<file path="src/rtl/load_port_pkg.sv">
// Shared types and width helpers for the load port receiver.
package load_port_pkg;

  typedef enum logic [2:0] {
    StIdle,
    StLoading,
    StArmed,
    StRunning,
    StDone
  } state_e;

  function automatic int unsigned vaw_f(int unsigned num_variables);
    return $clog2(num_variables);
  endfunction

  function automatic int unsigned law_f(int unsigned num_variables);
    return $clog2(num_variables) + 1;
  endfunction

  function automatic int unsigned ct_width_f(int unsigned nsat, int unsigned num_variables,
                                             int unsigned max_membership);
    return law_f(num_variables) * (nsat - 1) * max_membership;
  endfunction

  function automatic int unsigned clause_width_f(int unsigned nsat, int unsigned num_variables);
    return nsat * law_f(num_variables);
  endfunction

endpackage

</file>
<file path="src/rtl/load_port_receiver_if.sv">
// Host-side load/start bundle: master is the load host, slave is the receiver.
interface load_port_receiver_if
  import load_port_pkg::*;
#(
  parameter int unsigned NSAT                      = 3,
  parameter int unsigned NUM_VARIABLES             = 2048,
  parameter int unsigned MAX_CLAUSE_MEMBERSHIP     = 20,
  parameter int unsigned UNSAT_CLAUSE_BUFFER_DEPTH = 2048
) ();

  localparam int unsigned VAW          = vaw_f(NUM_VARIABLES);
  localparam int unsigned LAW          = law_f(NUM_VARIABLES);
  localparam int unsigned UAW          = $clog2(UNSAT_CLAUSE_BUFFER_DEPTH);
  localparam int unsigned CT_WIDTH     = ct_width_f(NSAT, NUM_VARIABLES, MAX_CLAUSE_MEMBERSHIP);
  localparam int unsigned CLAUSE_WIDTH = clause_width_f(NSAT, NUM_VARIABLES);

  logic                             att_load_valid;
  logic [LAW:0]                     att_load_addr;
  logic [VAW+MAX_CLAUSE_MEMBERSHIP-1:0] att_load_data;
  logic                             ct_load_valid;
  logic [VAW-1:0]                   ct_load_addr;
  logic [CT_WIDTH-1:0]              ct_load_data;
  logic                             ucb_load_valid;
  logic [UAW-1:0]                   ucb_load_addr;
  logic [CLAUSE_WIDTH-1:0]          ucb_load_data;
  logic                             load_end;
  logic                             cpu_start;

  modport master (
    output att_load_valid, att_load_addr, att_load_data,
    output ct_load_valid, ct_load_addr, ct_load_data,
    output ucb_load_valid, ucb_load_addr, ucb_load_data,
    output load_end, cpu_start
  );

  modport slave (
    input att_load_valid, att_load_addr, att_load_data,
    input ct_load_valid, ct_load_addr, ct_load_data,
    input ucb_load_valid, ucb_load_addr, ucb_load_data,
    input load_end, cpu_start
  );

endinterface

</file>
<file path="src/rtl/ct_xor_fold.sv">
// Folds a wide CT word into 32 bits by XOR of zero-padded 32-bit slices.
module ct_xor_fold #(
  parameter int unsigned Width = 480
) (
  input  logic [Width-1:0] data_i,
  output logic [31:0]      fold_o
);

  localparam int unsigned Slices = (Width + 31) / 32;

  logic [Slices*32-1:0] padded;

  always_comb begin
    padded              = '0;
    padded[Width-1:0]   = data_i;
    fold_o              = '0;
    for (int i = 0; i < Slices; i++) begin
      fold_o = fold_o ^ padded[i*32 +: 32];
    end
  end

endmodule

</file>
<file path="src/rtl/load_port_receiver.sv">
// Responder for the host load/start interface: registers load beats per thread and sequences runs.
// Optional CT checksum is built when LOAD_PORT_RX_CHECKSUM_EN is defined.
module load_port_receiver
  import load_port_pkg::*;
#(
  parameter int unsigned NSAT                      = 3,
  parameter int unsigned NUM_VARIABLES             = 2048,
  parameter int unsigned MAX_CLAUSE_MEMBERSHIP     = 20,
  parameter int unsigned UNSAT_CLAUSE_BUFFER_DEPTH = 2048,
  parameter int unsigned NUM_THREADS               = 4,
  localparam int unsigned VAW          = vaw_f(NUM_VARIABLES),
  localparam int unsigned LAW          = law_f(NUM_VARIABLES),
  localparam int unsigned UAW          = $clog2(UNSAT_CLAUSE_BUFFER_DEPTH),
  localparam int unsigned TW           = $clog2(NUM_THREADS),
  localparam int unsigned CT_WIDTH     = ct_width_f(NSAT, NUM_VARIABLES, MAX_CLAUSE_MEMBERSHIP),
  localparam int unsigned CLAUSE_WIDTH = clause_width_f(NSAT, NUM_VARIABLES),
  localparam int unsigned ATT_DW       = VAW + MAX_CLAUSE_MEMBERSHIP
) (
  input  logic                    clk,
  input  logic                    rst,
  load_port_receiver_if.slave     load_io,
  input  logic                    solver_done_i,
  output logic [TW-1:0]           thread_sel_o,
  output logic                    att_wr_en_o,
  output logic [LAW:0]            att_wr_addr_o,
  output logic [ATT_DW-1:0]       att_wr_data_o,
  output logic                    ct_wr_en_o,
  output logic [VAW-1:0]          ct_wr_addr_o,
  output logic [CT_WIDTH-1:0]     ct_wr_data_o,
  output logic                    ucb_setup_wr_en_o,
  output logic [UAW-1:0]          ucb_setup_wr_addr_o,
  output logic [CLAUSE_WIDTH-1:0] ucb_setup_wr_data_o,
  output logic                    ucb_setup_o,
  output logic                    start_o,
  output logic                    cpu_done,
  output logic                    proto_error_o,
  output logic [TW:0]             loaded_threads_o,
  output logic [31:0]             ct_checksum_o,
  output logic [31:0]             ct_checksum_last_o
);

  localparam logic [TW-1:0] LastThread = TW'(NUM_THREADS - 1);

  state_e                  state_q;
  logic [TW-1:0]           thread_q;
  logic [TW:0]             loaded_q;
  logic [TW-1:0]           thread_sel_q;
  logic                    att_wr_en_q, ct_wr_en_q, ucb_wr_en_q;
  logic [LAW:0]            att_wr_addr_q;
  logic [ATT_DW-1:0]       att_wr_data_q;
  logic [VAW-1:0]          ct_wr_addr_q;
  logic [CT_WIDTH-1:0]     ct_wr_data_q;
  logic [UAW-1:0]          ucb_wr_addr_q;
  logic [CLAUSE_WIDTH-1:0] ucb_wr_data_q;
  logic                    ucb_setup_q, start_q, done_q, err_q;

  logic any_valid;
  logic loading_ok;

  assign any_valid  = load_io.att_load_valid | load_io.ct_load_valid | load_io.ucb_load_valid;
  assign loading_ok = (state_q == StIdle) || (state_q == StLoading);

  always_ff @(posedge clk) begin
    if (rst) begin
      state_q       <= StIdle;
      thread_q      <= '0;
      loaded_q      <= '0;
      thread_sel_q  <= '0;
      att_wr_en_q   <= 1'b0;
      att_wr_addr_q <= '0;
      att_wr_data_q <= '0;
      ct_wr_en_q    <= 1'b0;
      ct_wr_addr_q  <= '0;
      ct_wr_data_q  <= '0;
      ucb_wr_en_q   <= 1'b0;
      ucb_wr_addr_q <= '0;
      ucb_wr_data_q <= '0;
      ucb_setup_q   <= 1'b1;
      start_q       <= 1'b0;
      done_q        <= 1'b0;
      err_q         <= 1'b0;
    end else begin
      att_wr_en_q <= 1'b0;
      ct_wr_en_q  <= 1'b0;
      ucb_wr_en_q <= 1'b0;
      start_q     <= 1'b0;
      // Lags the state by one cycle so setup stays asserted through the closing load_end.
      ucb_setup_q <= loading_ok;

      case (state_q)
        StIdle, StLoading: begin
          if (load_io.att_load_valid) begin
            att_wr_en_q   <= 1'b1;
            att_wr_addr_q <= load_io.att_load_addr;
            att_wr_data_q <= load_io.att_load_data;
          end
          if (load_io.ct_load_valid) begin
            ct_wr_en_q   <= 1'b1;
            ct_wr_addr_q <= load_io.ct_load_addr;
            ct_wr_data_q <= load_io.ct_load_data;
          end
          if (load_io.ucb_load_valid) begin
            ucb_wr_en_q   <= 1'b1;
            ucb_wr_addr_q <= load_io.ucb_load_addr;
            ucb_wr_data_q <= load_io.ucb_load_data;
          end
          if (any_valid) begin
            thread_sel_q <= thread_q;
            state_q      <= StLoading;
          end
          // Beats in the same cycle as load_end are tagged with the pre-increment thread.
          if (load_io.load_end) begin
            loaded_q <= loaded_q + (TW + 1)'(1);
            if (thread_q == LastThread) begin
              state_q <= StArmed;
            end else begin
              thread_q <= thread_q + TW'(1);
              state_q  <= StLoading;
            end
          end
          if (load_io.cpu_start) err_q <= 1'b1;
        end
        StArmed: begin
          if (any_valid || load_io.load_end) err_q <= 1'b1;
          if (load_io.cpu_start) begin
            start_q <= 1'b1;
            state_q <= StRunning;
          end
        end
        StRunning: begin
          if (any_valid || load_io.load_end || load_io.cpu_start) err_q <= 1'b1;
          if (solver_done_i) begin
            done_q  <= 1'b1;
            state_q <= StDone;
          end
        end
        StDone: begin
          if (any_valid || load_io.load_end) err_q <= 1'b1;
          if (load_io.cpu_start) begin
            start_q <= 1'b1;
            done_q  <= 1'b0;
            state_q <= StRunning;
          end
        end
        default: state_q <= StIdle;
      endcase
    end
  end

  assign thread_sel_o        = thread_sel_q;
  assign att_wr_en_o         = att_wr_en_q;
  assign att_wr_addr_o       = att_wr_addr_q;
  assign att_wr_data_o       = att_wr_data_q;
  assign ct_wr_en_o          = ct_wr_en_q;
  assign ct_wr_addr_o        = ct_wr_addr_q;
  assign ct_wr_data_o        = ct_wr_data_q;
  assign ucb_setup_wr_en_o   = ucb_wr_en_q;
  assign ucb_setup_wr_addr_o = ucb_wr_addr_q;
  assign ucb_setup_wr_data_o = ucb_wr_data_q;
  assign ucb_setup_o         = ucb_setup_q;
  assign start_o             = start_q;
  assign cpu_done            = done_q;
  assign proto_error_o       = err_q;
  assign loaded_threads_o    = loaded_q;

`ifdef LOAD_PORT_RX_CHECKSUM_EN
  logic [31:0] fold;
  logic [31:0] csum_q, csum_d;
  logic [31:0] csum_last_q;

  ct_xor_fold #(
    .Width(CT_WIDTH)
  ) u_ct_xor_fold (
    .data_i(load_io.ct_load_data),
    .fold_o(fold)
  );

  always_comb begin
    csum_d = csum_q;
    if (loading_ok && load_io.ct_load_valid) csum_d = csum_q ^ fold;
  end

  always_ff @(posedge clk) begin
    if (rst) begin
      csum_q      <= '0;
      csum_last_q <= '0;
    end else if (loading_ok && load_io.load_end) begin
      csum_last_q <= csum_d;
      csum_q      <= '0;
    end else begin
      csum_q <= csum_d;
    end
  end

  assign ct_checksum_o      = csum_q;
  assign ct_checksum_last_o = csum_last_q;
`else
  assign ct_checksum_o      = '0;
  assign ct_checksum_last_o = '0;
`endif

endmodule

</file>
<file path="src/flat_wrapper.sv">
// flat-port wrapper written by rule: the top's interface ports become plain ports
module load_port_receiver_flat import load_port_pkg::*;
#(
  parameter int unsigned NSAT                      = 3,
  parameter int unsigned NUM_VARIABLES             = 2048,
  parameter int unsigned MAX_CLAUSE_MEMBERSHIP     = 20,
  parameter int unsigned UNSAT_CLAUSE_BUFFER_DEPTH = 2048,
  parameter int unsigned NUM_THREADS               = 4,
  localparam int unsigned VAW          = vaw_f(NUM_VARIABLES),
  localparam int unsigned LAW          = law_f(NUM_VARIABLES),
  localparam int unsigned UAW          = $clog2(UNSAT_CLAUSE_BUFFER_DEPTH),
  localparam int unsigned TW           = $clog2(NUM_THREADS),
  localparam int unsigned CT_WIDTH     = ct_width_f(NSAT, NUM_VARIABLES, MAX_CLAUSE_MEMBERSHIP),
  localparam int unsigned CLAUSE_WIDTH = clause_width_f(NSAT, NUM_VARIABLES),
  localparam int unsigned ATT_DW       = VAW + MAX_CLAUSE_MEMBERSHIP
)
  (clk, rst, solver_done_i, thread_sel_o, att_wr_en_o, att_wr_addr_o, att_wr_data_o, ct_wr_en_o, ct_wr_addr_o, ct_wr_data_o, ucb_setup_wr_en_o, ucb_setup_wr_addr_o, ucb_setup_wr_data_o, ucb_setup_o, start_o, cpu_done, proto_error_o, loaded_threads_o, ct_checksum_o, ct_checksum_last_o, load_io_att_load_valid, load_io_att_load_addr, load_io_att_load_data, load_io_ct_load_valid, load_io_ct_load_addr, load_io_ct_load_data, load_io_ucb_load_valid, load_io_ucb_load_addr, load_io_ucb_load_data, load_io_load_end, load_io_cpu_start);
  load_port_receiver_if #(.NSAT(NSAT), .NUM_VARIABLES(NUM_VARIABLES), .MAX_CLAUSE_MEMBERSHIP(MAX_CLAUSE_MEMBERSHIP), .UNSAT_CLAUSE_BUFFER_DEPTH(UNSAT_CLAUSE_BUFFER_DEPTH)) load_io_i ();
  input  logic clk;
  input  logic rst;
  input  logic solver_done_i;
  output logic [TW-1:0] thread_sel_o;
  output logic att_wr_en_o;
  output logic [LAW:0] att_wr_addr_o;
  output logic [ATT_DW-1:0] att_wr_data_o;
  output logic ct_wr_en_o;
  output logic [VAW-1:0] ct_wr_addr_o;
  output logic [CT_WIDTH-1:0] ct_wr_data_o;
  output logic ucb_setup_wr_en_o;
  output logic [UAW-1:0] ucb_setup_wr_addr_o;
  output logic [CLAUSE_WIDTH-1:0] ucb_setup_wr_data_o;
  output logic ucb_setup_o;
  output logic start_o;
  output logic cpu_done;
  output logic proto_error_o;
  output logic [TW:0] loaded_threads_o;
  output logic [31:0] ct_checksum_o;
  output logic [31:0] ct_checksum_last_o;
  input wire logic [$bits(load_io_i.att_load_valid)-1:0] load_io_att_load_valid;
  input wire logic [$bits(load_io_i.att_load_addr)-1:0] load_io_att_load_addr;
  input wire logic [$bits(load_io_i.att_load_data)-1:0] load_io_att_load_data;
  input wire logic [$bits(load_io_i.ct_load_valid)-1:0] load_io_ct_load_valid;
  input wire logic [$bits(load_io_i.ct_load_addr)-1:0] load_io_ct_load_addr;
  input wire logic [$bits(load_io_i.ct_load_data)-1:0] load_io_ct_load_data;
  input wire logic [$bits(load_io_i.ucb_load_valid)-1:0] load_io_ucb_load_valid;
  input wire logic [$bits(load_io_i.ucb_load_addr)-1:0] load_io_ucb_load_addr;
  input wire logic [$bits(load_io_i.ucb_load_data)-1:0] load_io_ucb_load_data;
  input wire logic [$bits(load_io_i.load_end)-1:0] load_io_load_end;
  input wire logic [$bits(load_io_i.cpu_start)-1:0] load_io_cpu_start;
  assign load_io_i.att_load_valid = load_io_att_load_valid;
  assign load_io_i.att_load_addr = load_io_att_load_addr;
  assign load_io_i.att_load_data = load_io_att_load_data;
  assign load_io_i.ct_load_valid = load_io_ct_load_valid;
  assign load_io_i.ct_load_addr = load_io_ct_load_addr;
  assign load_io_i.ct_load_data = load_io_ct_load_data;
  assign load_io_i.ucb_load_valid = load_io_ucb_load_valid;
  assign load_io_i.ucb_load_addr = load_io_ucb_load_addr;
  assign load_io_i.ucb_load_data = load_io_ucb_load_data;
  assign load_io_i.load_end = load_io_load_end;
  assign load_io_i.cpu_start = load_io_cpu_start;
  load_port_receiver #(.NSAT(NSAT), .NUM_VARIABLES(NUM_VARIABLES), .MAX_CLAUSE_MEMBERSHIP(MAX_CLAUSE_MEMBERSHIP), .UNSAT_CLAUSE_BUFFER_DEPTH(UNSAT_CLAUSE_BUFFER_DEPTH), .NUM_THREADS(NUM_THREADS)) u_core (.clk(clk), .rst(rst), .load_io(load_io_i), .solver_done_i(solver_done_i), .thread_sel_o(thread_sel_o), .att_wr_en_o(att_wr_en_o), .att_wr_addr_o(att_wr_addr_o), .att_wr_data_o(att_wr_data_o), .ct_wr_en_o(ct_wr_en_o), .ct_wr_addr_o(ct_wr_addr_o), .ct_wr_data_o(ct_wr_data_o), .ucb_setup_wr_en_o(ucb_setup_wr_en_o), .ucb_setup_wr_addr_o(ucb_setup_wr_addr_o), .ucb_setup_wr_data_o(ucb_setup_wr_data_o), .ucb_setup_o(ucb_setup_o), .start_o(start_o), .cpu_done(cpu_done), .proto_error_o(proto_error_o), .loaded_threads_o(loaded_threads_o), .ct_checksum_o(ct_checksum_o), .ct_checksum_last_o(ct_checksum_last_o));
endmodule
</file>
<file path="config.mk">
export PLATFORM = sky130hd
export DESIGN_NAME = load_port_receiver_flat
export DESIGN_NICKNAME = d
export VERILOG_FILES = /design/src/rtl/load_port_pkg.sv /design/src/rtl/load_port_receiver_if.sv /design/src/rtl/ct_xor_fold.sv /design/src/rtl/load_port_receiver.sv /design/src/flat_wrapper.sv
export SDC_FILE = /design/constraint.sdc
export NUM_CORES = 1
export LEC_CHECK = 0
export ABC_AREA = 0
export CAP_MARGIN = 10
export CORE_AREA = 4 4 485 487
export CTS_CLUSTER_DIAMETER = 60
export CTS_CLUSTER_SIZE = 16
export DETAILED_ROUTE_END_ITERATION = 8
export DIE_AREA = 0 0 489 491
export PLACE_DENSITY_LB_ADDON = 0.25
export SYNTH_ARGS = -nofsm -noshare
export SYNTH_HDL_FRONTEND = slang
export SYNTH_HIERARCHICAL = 1
export SYNTH_SLANG_ARGS = --single-unit
</file>
<file path="constraint.sdc">
create_clock -name clk -period 3.5 [get_ports clk]
set_input_delay 0.35 -clock clk [delete_from_list [all_inputs] [get_ports clk]]
set_output_delay 0.35 -clock clk [all_outputs]
set_load 0.02 [all_outputs]
</file>
# Word-level counts from Yosys, hierarchy flattened
# Cells that the tools add are included.
word_totals:
  regBits: 599
  out_inout_bits: 658
  in_bits: 590
  elab_cells: 72
op_classes:
  n_reduce_logical: 19
  n_mux: 17
  n_eq_ne: 12
  bitwise: 5
  addsub: 2
ops:
  columns: ["cell", "count"]
  rows:
  - ["3-bit two-way mux", 4]
  - ["2-bit AND reduction", 5]
  - ["1-bit two-way mux", 9]
  - ["3-bit case mux with 3 select lines", 1]
  - ["3-bit AND reduction", 3]
  - ["2-bit OR reduction", 4]
  - ["3-bit by 2-bit equality test with 1-bit output (second input constant)", 2]
  - ["2-bit by 1-bit != test with 1-bit output (second input constant)", 3]
  - ["2-bit != test (second input constant)", 3]
  - ["4-bit AND reduction", 1]
  - ["3-bit by 1-bit adder with 3-bit output (second input constant)", 1]
  - ["3-bit by 1-bit equality test with 1-bit output (second input constant)", 1]
  - ["3-bit equality test (second input constant)", 1]
  - ["3-bit logical NOT", 1]
  - ["1-bit logical OR", 3]
  - ["3-bit by 2-bit != test with 1-bit output (second input constant)", 1]
  - ["1-bit NOT", 3]
  - ["1-bit case mux with 3 select lines", 1]
  - ["3-bit nonzero test", 1]
  - ["2-bit by 1-bit adder with 2-bit output (second input constant)", 1]
  - ["2-bit equality test (second input constant)", 1]
  - ["2-bit two-way mux", 1]
  - ["1-bit OR", 2]
  - ["1-bit case mux with 2 select lines", 1]
  - ["2-bit nonzero test", 1]

# Longest topological paths before layout
depth:
  word_depth: 6
  depth_mapped: 7
  ltp_nobuf: 4

# Worst setup path before layout
# OpenSTA, ideal clock, no wires.
synth_timing:
  path_type: "register to register"
  startpoint: "register u_core.state_q[1]"
  endpoint: "register u_core.ct_wr_data_q[100] (netlist: u_core/ct_wr_data_o[100])"
  stages_incl_launch_ff: 8
  setup_time_ps: 132
  required_time_ps: 3368
  n_path_buf: 4
  arrival_ps: 1318
  setup_slack_ps: 2050
  synth_period_minus_slack_ps: 1450
  path_cell_list: "dfxtp_1 clkbuf_2 or3b_1 buf_2 buf_6 buf_6 nand2_1 a21oi_1"
synth_between:
  elab_chain_cells: 3
  elab_cells_between_ends: 4
  classes_between: "eq/ne: 1; reduce/logical: 3"
synth_rtl:
  columns: ["item", "line_no", "source"]
  rows:
  - ["start: declaration", "load_port_receiver.sv:44", "state_e state_q;"]
  - ["start signal: assignment", "load_port_receiver.sv:65", "state_q <= StIdle;"]
  - ["start signal: assignment", "load_port_receiver.sv:109", "state_q <= StLoading;"]
  - ["start signal: assignment", "load_port_receiver.sv:115", "state_q <= StArmed;"]
  - ["3-bit by 1-bit equality test with 1-bit output / 3-bit logical NOT (equally long branches)", "load_port_receiver.sv:90", "case (state_q)"]
  - ["2-bit OR reduction (*)", "load_port_receiver.sv:90", null]
  - ["2-bit AND reduction (no line) (*)", null, null]
  - ["end signal: assignment", "load_port_receiver.sv:100", "ct_wr_data_q <= load_io.ct_load_data;"]
  - ["end: declaration", "load_port_receiver.sv:52", "logic [CT_WIDTH-1:0] ct_wr_data_q;"]
# Every way passes the cells marked *; elsewhere a longest branch is shown, timed or not.
# A chain may end at the register's enable or synchronous reset.

# Final worst setup path
layout_timing:
  startpoint: "register u_core.state_q[1]"
  endpoint: "register u_core.ct_wr_data_q[305] (netlist: u_core/ct_wr_data_o[305])"
# The elaborated chain is that of the path after synthesis.

==> impl_metrics.tcl <==
set metrics [dict create \
    outcome "complete, no violations" \
    gp_congestion 0.8211 \
    ys_types 37 \
    synthTopCellsByArea "dfxtp_1 56%, nand2_1 17%, a21oi_1 12%" \
    finClkSkew_ns 0.04008 \
    layout.nets 4297 \
    startpoint_type "register" \
    rsz0062_at_grt "false" \
    drc_errors 0 \
    clkLatencyLatePin_ns 0.69 \
    grt_max_degree 124 \
    drt_first_pass_iters 5 \
    period_share_pct 67.09 \
    regArea_um2 11990 \
    globalRouteOverflowTotal 0 \
    dr.first_iter.drc_count 1062 \
    routedWlPerCell_um 19.89 \
    crit_arrival_ns 2.92 \
    met3_length_mm 17.93 \
    setup_violations 0 \
    p_comb_share_pct 16.8 \
    synth_top_area_cell "dfxtp_1" \
    first_global_vias 21400 \
    core.rowCount 177 \
    grt_pass1_wl_mm 180.0 \
    synth_area_per_cell_um2 8.369 \
    crit_chain "or3b_4, buf_12, nand2_1, a21oi_1" \
    p_switching_w 0.005818 \
    fillers 25950 \
    p_seq_share_pct 37.8 \
    maxSlewViolCount 0 \
    core_area_um2 231400 \
    start_util_pct 9.286 \
    yosysWarningCount 6 \
    cts_setup_buffers 0 \
    ys_seq_elements 599 \
    swShare_pct 29.42 \
    cts_buffers 81 \
    h-tree-depth 3 \
    dpl-instance-area_um2 36470 \
    cpMaxStageDelayCell "dfxtp_1" \
    crit_path_end_kind "register" \
    top_layer "met5" \
    m1WireLength_mm 54.98 \
    cts.repair.resized 0 \
    clock_sinks 599 \
    cts_root_buf "clkbuf_16" \
    antenna_found_initial 86 \
    vdd_drop_max_mv 0.3327 \
    cp_max_fo 123 \
    cp_slowest_stage_delay_ns 0.82 \
    seq_area_frac_synth_pct 55.80 \
    wl_mm 135.8 \
    fin_area_um2 39400 \
    fp.dieH_um 491 \
    leakage_nw 14.41 \
    cts_tree "built" \
    port_buffers 1183 \
    syn_inst 2568 \
    postCtsHoldBufs 0 \
    critPathRequiredTime_ns 4.07 \
    mappedNetlistArea_um2 21490 \
    die_area_um2 240100 \
    fmax_ghz 0.4259 \
    grt_usage_pct 10.69 \
    clock_power_share_pct 45.4 \
    powerDensity_nw_per_um2 502.0 \
    io_pins 1248 \
    drtAntennaViolNets 0 \
    multiInputGateArea_um2 8046 \
    drive_gt1_share_pct 5.753 \
    r2r_setup_slack_ns 1.15 \
    hpwl_mm 109.1 \
    crit_type "reg2reg" \
    min_period_ns 2.348 \
    via_per_inst 3.195 \
    synth_top_area_share_pct 55.80 \
    clkTransAtPathRegs_ns 0.06 \
    hold_violations 0 \
    syn_to_final_growth_pct 83.34 \
    fin_tns_setup_ns 0 \
    worst_slew_pin_slew_ns 0.9041 \
    cap_violations 0 \
    die_w_um 489 \
    hold_class "in2reg" \
    cts_buffer_depth 3 \
    dr_wl_met2_mm 58.44 \
    power.internal_w 0.01396 \
    num_vias 21810 \
    slew_headroom_pct 39.46 \
]
-- power groups by stage --
stage                     sequential, W  clock (W)  combinational [W]
after global placement          0.00761          0            0.00339
after CTS                       0.00748    0.00941            0.00340
after floorplan                 0.00804          0           0.000951
final                           0.00747    0.00898            0.00333
after detailed placement        0.00762          0            0.00338
after global routing            0.00752    0.00963            0.00355
-- sequential cells by signal, indices dropped and copies added (netlist names), 2 cells and up --
| name | flops |
|---|---|
| u_core/att_wr_addr_o | 13 |
| u_core/att_wr_data_o | 31 |
| u_core/ct_wr_addr_o | 11 |
| u_core/ct_wr_data_o | 480 |
| u_core/loaded_threads_o | 3 |
| u_core/state_q | 3 |
| u_core/thread_q | 2 |
| u_core/thread_sel_o | 2 |
| u_core/ucb_setup_wr_addr_o | 11 |
| u_core/ucb_setup_wr_data_o | 36 |
-- critical path, delay by kind of cell, from the launching register on --
kind                   cells  cell delay [ns]
AOI/OAI and AO/OA          1             0.19
buffers and inverters      1             0.47
DFF                        1             0.82
and+or+nand+nor            2             0.62
-- synthesized netlist by cell type (all sizes together) --
master   instances
ha               2
nor4b            1
and3             1
or3              1
inv              3
nand3            3
o2111a           1
or2              1
a32oi            1
buf            186
nand2b           2
nor4             1
conb             1
nor2            99
o21ai            3
a21oi          496
a311o            1
nor2b            4
xnor2            4
nand2          984
a2bb2oi          1
clkbuf          68
nor3b            5
dfxtp          599
a221oi           1
a31oi            1
nor3             1
nor4bb           1
a21o             1
or4              1
mux2i           93
or3b             1
-- final cells by class --
| cell class | count | share of cell area, % |
|---|---|---|
| flip-flops and latches | 599 | 30.44 |
| well taps | 3043 | 9.663 |
| clock inverters | 58 | 1.829 |
| clock buffers | 92 | 5.535 |
| multi-input cells | 1775 | 20.42 |
| diodes | 12 | 0.07621 |
| repair buffers | 1245 | 32.01 |
| inverters | 3 | 0.02858 |
-- cells by family after synthesis --
family	count (synthesis)	synth area share [%]
AOI/OAI and AO/OA	506	11.91
xor gates and xnor gates	4	0.1630
adders and majority gates	2	0.1164
buffers and inverters	257	7.953
DFF	599	55.80
muxes	93	4.332
other	1	0.01745
and+or+nand+nor	1106	19.71
-- stage by stage --
| stage | std cells | worst slack (ns) | utilization, % | hold WS (ns) | total power [W] |
|---|---|---|---|---|---|
| detailed placement | 6665 | 0.8986 | 15.76 | 0.4456 | 0.01101 |
| floorplan | 2631 | 2.050 | - | 0.4597 | 0.008995 |
| global placement | 6665 | 0.9670 | 15.76 | 0.4400 | 0.01100 |
| CTS | 6815 | 0.9871 | 17.01 | 0.02307 | 0.02028 |
| global route | 6819 | 0.9467 | 17.02 | 0.05307 | 0.02070 |
| finish | 6827 | 1.152 | 17.02 | 0.1086 | 0.01978 |
-- layer usage --
| layer | vias to the layer above | track usage (%) |
|---|---|---|
| met3 | 222 | 6.007 |
| li1 | 10460 | - |
| met5 | - | 0 |
| met1 | 9978 | 12.63 |
| met4 | 72 | 3.306 |
| met2 | 1080 | 16.37 |
-- path summary, 6_finish.rpt --
kind | start | to | cells after the start
setup / recovery | u_core/state_q[1] | u_core/ct_wr_data_o[305] | 4
hold / removal | rst | u_core/att_wr_data_o[3] | 2
setup reg to reg | u_core/state_q[1] | u_core/ct_wr_data_o[305] | 4
hold reg to reg | u_core/ct_wr_data_o[140] | u_core/ct_wr_data_o[140] | 2
-- layout by cell type (no fill, tap or decap), types with 2 or more instances in the layout --
cell type	synthesis	final
a21oi_1	496	496
buf_4	72	38
clkinv_2	0	10
bufinv_16	0	7
nor3b_4	0	2
nand2_1	984	984
clkdlybuf4s50_1	0	1182
diode_2	0	12
nand2b_1	2	2
nor2b_1	4	4
clkinvlp_4	0	9
clkinv_4	0	3
xnor2_1	4	4
clkbuf_8	0	7
ha_1	2	2
clkbuf_1	67	2
clkinv_8	0	8
nor3b_1	3	2
inv_6	0	11
dfxtp_1	599	599
buf_12	0	24
o21ai_0	3	3
inv_1	3	3
inv_8	0	8
conb_1	1	64
clkbuf_16	0	83
mux2i_1	93	93
nand3_1	3	3
nor2_1	99	99
Power figures use the tool's default switching activity.
